**src/rtl/sat_correlator.sv**
```systemverilog
// GPS C/A despreader: correlates a signed sample stream against an internal Gold replica
// over one code epoch and hands the sum out through a valid/ready dump port.
// Optional build macro SAT_CORR_SATURATE_EN makes the accumulator saturate instead of wrapping.
module sat_correlator #(
  parameter int IN_W          = 12,
  parameter int ACC_W         = 24,
  parameter int SAMP_PER_CHIP = 4,
  parameter int CODE_LEN      = 1023
) (
  input  logic                    clk,
  input  logic                    RESET,
  input  logic                    start,
  input  logic                    stop,
  input  logic [3:0]              tap_a,
  input  logic [3:0]              tap_b,
  input  logic signed [IN_W-1:0]  sample_in,
  input  logic                    sample_valid,
  output logic signed [ACC_W-1:0] dump_data,
  output logic                    dump_valid,
  input  logic                    dump_ready,
  output logic                    busy,
  output logic                    overrun
);

  localparam int SW = $clog2(SAMP_PER_CHIP + 1);
  localparam int CW = $clog2(CODE_LEN + 1);
  localparam logic [SW-1:0] SAMP_LAST = SW'(SAMP_PER_CHIP - 1);
  localparam logic [CW-1:0] CHIP_LAST = CW'(CODE_LEN - 1);

  typedef enum logic {IDLE, RUN} state_t;

  state_t                  state;
  logic [3:0]              ta;
  logic [3:0]              tb;
  logic [10:1]             g1;
  logic [10:1]             g2;
  logic [SW-1:0]           sample_cnt;
  logic [CW-1:0]           chip_cnt;
  logic signed [ACC_W-1:0] acc;

  logic                    chip;
  logic                    adv;
  logic                    chip_wrap;
  logic                    epoch_end;
  logic signed [ACC_W-1:0] sext;
  logic signed [ACC_W-1:0] term;
  logic signed [ACC_W-1:0] acc_next;
`ifdef SAT_CORR_SATURATE_EN
  logic [ACC_W:0]          sum_wide;
`endif

  // Out-of-range tap selections fall back to the last G2 stage.
  function automatic logic [3:0] eff_tap(input logic [3:0] t);
    return (t == 4'd0 || t > 4'd10) ? 4'd10 : t;
  endfunction

  always_comb begin
    chip      = g1[10] ^ g2[ta] ^ g2[tb];
    adv       = (state == RUN) && sample_valid && !stop && !start;
    chip_wrap = adv && (sample_cnt == SAMP_LAST);
    epoch_end = chip_wrap && (chip_cnt == CHIP_LAST);
    // Extend before negating so the most negative input maps to an exact positive term.
    sext      = ACC_W'(sample_in);
    term      = chip ? -sext : sext;
`ifdef SAT_CORR_SATURATE_EN
    sum_wide  = {acc[ACC_W-1], acc} + {term[ACC_W-1], term};
    if (sum_wide[ACC_W] != sum_wide[ACC_W-1])
      acc_next = sum_wide[ACC_W] ? {1'b1, {(ACC_W-1){1'b0}}} : {1'b0, {(ACC_W-1){1'b1}}};
    else
      acc_next = sum_wide[ACC_W-1:0];
`else
    acc_next  = acc + term;
`endif
  end

  always_ff @(posedge clk or posedge RESET) begin
    if (RESET) begin
      state      <= IDLE;
      busy       <= 1'b0;
      dump_valid <= 1'b0;
      dump_data  <= '0;
      overrun    <= 1'b0;
      acc        <= '0;
      sample_cnt <= '0;
      chip_cnt   <= '0;
      g1         <= '1;
      g2         <= '1;
      ta         <= 4'd2;
      tb         <= 4'd6;
    end else begin
      if (dump_valid && dump_ready)
        dump_valid <= 1'b0;
      // A finished epoch loads only into an empty or simultaneously drained output.
      if (epoch_end) begin
        if (!dump_valid || dump_ready) begin
          dump_data  <= acc_next;
          dump_valid <= 1'b1;
        end else begin
          overrun <= 1'b1;
        end
      end

      if (stop) begin
        state <= IDLE;
        busy  <= 1'b0;
      end else if (start) begin
        state      <= RUN;
        busy       <= 1'b1;
        ta         <= eff_tap(tap_a);
        tb         <= eff_tap(tap_b);
        g1         <= '1;
        g2         <= '1;
        acc        <= '0;
        sample_cnt <= '0;
        chip_cnt   <= '0;
        overrun    <= 1'b0;
      end else if (adv) begin
        if (epoch_end) begin
          acc        <= '0;
          sample_cnt <= '0;
          chip_cnt   <= '0;
          g1         <= '1;
          g2         <= '1;
        end else begin
          acc <= acc_next;
          if (chip_wrap) begin
            sample_cnt <= '0;
            chip_cnt   <= chip_cnt + 1'b1;
            g1         <= {g1[9:1], g1[3] ^ g1[10]};
            g2         <= {g2[9:1], g2[2] ^ g2[3] ^ g2[6] ^ g2[8] ^ g2[9] ^ g2[10]};
          end else begin
            sample_cnt <= sample_cnt + 1'b1;
          end
        end
      end
    end
  end

endmodule
```
**config.mk**
```make
export PLATFORM = sky130hd
export DESIGN_NAME = sat_correlator
export DESIGN_NICKNAME = d
export VERILOG_FILES = /design/src/rtl/sat_correlator.sv
export SDC_FILE = /design/constraint.sdc
export NUM_CORES = 1
export LEC_CHECK = 0
export BUFFER_PORTS_ARGS = -buffer_cell sky130_fd_sc_hd__buf_2
export CAP_MARGIN = 20
export CORE_UTILIZATION = 50
export CTS_CLUSTER_SIZE = 16
export DETAILED_ROUTE_END_ITERATION = 16
export PLACE_DENSITY = 0.71
export RECOVER_POWER = 50
export SYNTH_ARGS = -nofsm -noshare
export SYNTH_HDL_FRONTEND = slang
export SYNTH_SLANG_ARGS = --single-unit
```
**constraint.sdc**
```tcl
create_clock -name clk -period 10.25 [get_ports clk]
set_input_delay 2.05 -clock clk [delete_from_list [all_inputs] [get_ports clk]]
set_output_delay 2.05 -clock clk [all_outputs]
set_load 0.01 [all_outputs]
```
==> results.yml <==
timing:
  hold_violations: 0
  setup_slack_ns: 4.34
  finalClockSkew_ns: 0.0130
  worst_pin_slew_ns: 3.78
  relSlewSlack_pct: -152
  setup-tns-final_ns: 0
  max_freq_ghz: 0.169
  whs_ns: 0.489
  maxSlewViolCount: 99
  rsz0062_at_grt: "no"
  min_period_ns: 5.91
  period_share_pct: 57.6
  setup_viol: 0
synthesis:
  ys.flop_type: "dfrtp_1"
  synth.distinct_cells: 57
  synth_xor_area_share_pct: 6.30
  async_flop_share_pct: 100
  synth-simple-area-share_pct: 16.0
  synth_edf_count: 0
  synth_top_family_by_area: "compound AO/OA/AOI/OAI gates"
  synth_compound_area_share_pct: 18.8
  yosysSeqAreaShare_pct: 43.1
  synthMuxAreaShare_pct: 6.20
  synth_nets: 620
  synth_warnings: 0
  syn-cell-area_sq_mm: 0.00541
  synth-seq-cells: 92
  synth-adder-area-share_pct: 7.08
  synth_cells: 564
  postSynthAreaPerCell_sq_um: 9.58
grt:
  overflow: 0
  grtUsageTotal_pct: 22.5
  antenna_found_initial: 0
  grt_pass1_wl_mm: 19.9
  grt_max_degree: 71
  grt_pass1_vias: 4240
floorplanning:
  core-area_sq_mm: 0.0104
  num_rows: 37
  start_util_pct: 51.9
  chipHeight_um: 106
  dieArea_sq_mm: 0.0112
  chipWidth_um: 106
  ioPinCount: 53
place:
  pre_cts_ws_ns: 4.37
  gp_congestion: 0.873
  io_buffers: 52
  hpwl_mm: 8.39
clocking:
  clk_pin_slew_worst_paths_ns: 0.09
  clockBufferDepth: 2
  clkLatencyLatePin_ns: 0.37
  cts_tree: "built"
  cts_resized: 0
  cts_buffers: 9
  cts_setup_buffers: 0
  clock-sinks: 92
  htree_levels: 3
  root_buffer: "clkbuf_8"
  ctsHoldBuffers: 0
layout:
  fin_util_pct: 57.1
  area_delta_synth_final_pct: 9.98
  diodes: 0
  fin_nets: 668
  drive_gt1_share_pct: 15.7
critical_path:
  path_class: "in2async"
  cp_data_arrival_time_ns: 5.53
  crit_fanout: 70
  endpoint_kind: "async pin"
  critPathRequiredTime_ns: 9.88
  setup.worst_path.start_class: "input pin"
outcome:
  status: "complete, but fails checks"
  violations: "max-capacitance violations, max-slew violations"
worst_hold_path:
  hold_path.class: "reg2reg"
route:
  viasPerCell: 5.70
  wl_mm: 11.8
  drtAntennaViolNets: 0
  drtPass1Iterations: 4
  drt_first_iter_violations: 231
  num_vias: 4294
  routedWlPerCell_um: 15.6
  drcViolationCount: 0
power_and_ir_drop:
  p_leak_nw: 2.78
  powerDensity_mw_per_mm2: 189
  ir_drop_v: 0.0000959
  total_power_w: 0.00113
run:
  drv_cap: 2
## through the flow
stage / cell area (sq um) / std cells
6_report: 5940 / 753
5_1_grt: 5940 / 753
4_1_cts: 5980 / 753
3_5_place_dp: 5790 / 737
3_3_place_gp: 5780 / 736
2_1_floorplan: 5410 / 564
## state kept, by name (all words and copies together) (netlist names)
signal      count
tb              4
state           1
chip_cnt       10
g1             10
dump_valid      1
overrun         1
acc            24
ta              4
sample_cnt      3
g2             10
dump_data      24
## power by group
group	internal [W]	switching, W
registers	0.000395	0.0000240
clock network	0.000120	0.000127
logic	0.000197	0.000263
## Yosys cell counts, drive strengths merged (2+ instances only)
library cell  count  area share [%]
dfrtp            69              32
clkbuf           17             1.2
and3              5            0.58
inv              12            0.83
a21oi            48             4.4
o21ai            44             4.1
mux2             16             3.4
o21a              4            0.69
nand2            52             3.6
or3               6            0.69
a22o             16             2.6
nor2             66             4.6
mux2i             8             1.5
xor2             13             2.1
o31ai             5            0.69
a211oi            4            0.56
a21o             23             3.4
or2               6            0.69
xnor2            25             4.2
ha               29             6.7
nor2b            10             1.2
nand2b           10             1.2
a31oi             5            0.58
dfstp            23              11
buf               3            0.49
nand3            10            0.93
a22oi             2            0.28
nor3             12             1.2
mux4              3             1.3
## area by class of cell
class,count,area [sq um]
Fill cell,981,4470
Multi-Input combinational cell,440,2940
Sequential cell,92,2330
Timing Repair Buffer,57,263
Tap cell,136,170
Clock buffer,13,149
Clock inverter,3,46.3
Inverter,12,46.3
## cells in the final DEF (no fill, tap or decap), types with 8 or more instances in the layout
| cell type | synthesis | final |
|---|---|---|
| a22o_1 | 16 | 16 |
| o21ai_0 | 42 | 42 |
| dfstp_2 | 23 | 23 |
| mux2i_1 | 8 | 8 |
| a21o_1 | 18 | 18 |
| nand3_1 | 10 | 10 |
| inv_1 | 12 | 11 |
| a21oi_1 | 48 | 48 |
| nor2b_1 | 10 | 10 |
| nand2_1 | 52 | 52 |
| nand2b_1 | 10 | 10 |
| buf_2 | 0 | 24 |
| clkbuf_1 | 17 | 32 |
| clkbuf_8 | 0 | 10 |
| xor2_1 | 13 | 13 |
| nor3_1 | 11 | 11 |
| dfrtp_1 | 69 | 69 |
| mux2_2 | 15 | 15 |
| xnor2_1 | 24 | 24 |
| ha_1 | 29 | 29 |
| nor2_1 | 66 | 66 |
## final timing paths
path,start,to,slack (ns),cells past startpoint
min in group asynchronous,RESET,chip_cnt[3],1.85,2
max,RESET,acc[3],4.34,3
max reg2reg,ta[1],dump_data[20],4.95,17
min reg2reg,dump_data[4],dump_data[4],0.49,2
min,dump_data[4],dump_data[4],0.49,2
max in group clk,sample_in[1],acc[23],4.71,18
## cell families (layout without fill, tap and decap cells)
kind of cell	after synthesis	after routing
buf+inv	32	85
flops	92	92
simple gates	185	185
compound gates	160	160
xor+xnor	38	38
fa+ha+maj	30	30
mux	27	27
## worst max-delay path, cell delays in order
cell        delay, ns
buf_2            0.10
clkinvlp_2       0.60
clkbuf_1         2.70
## layer usage
metal  global-route usage (%)  share of wire, %  up-vias  wire, um
met4                     9.03               1.7        0       197
met1                     28.6                46     2122      5400
met2                     38.5                49       66      5820
li1                         -                 -     2093         -
met3                     3.49               3.0       13       352
met5                        0                 0        -         0
(Power assumes the default switching activity.)
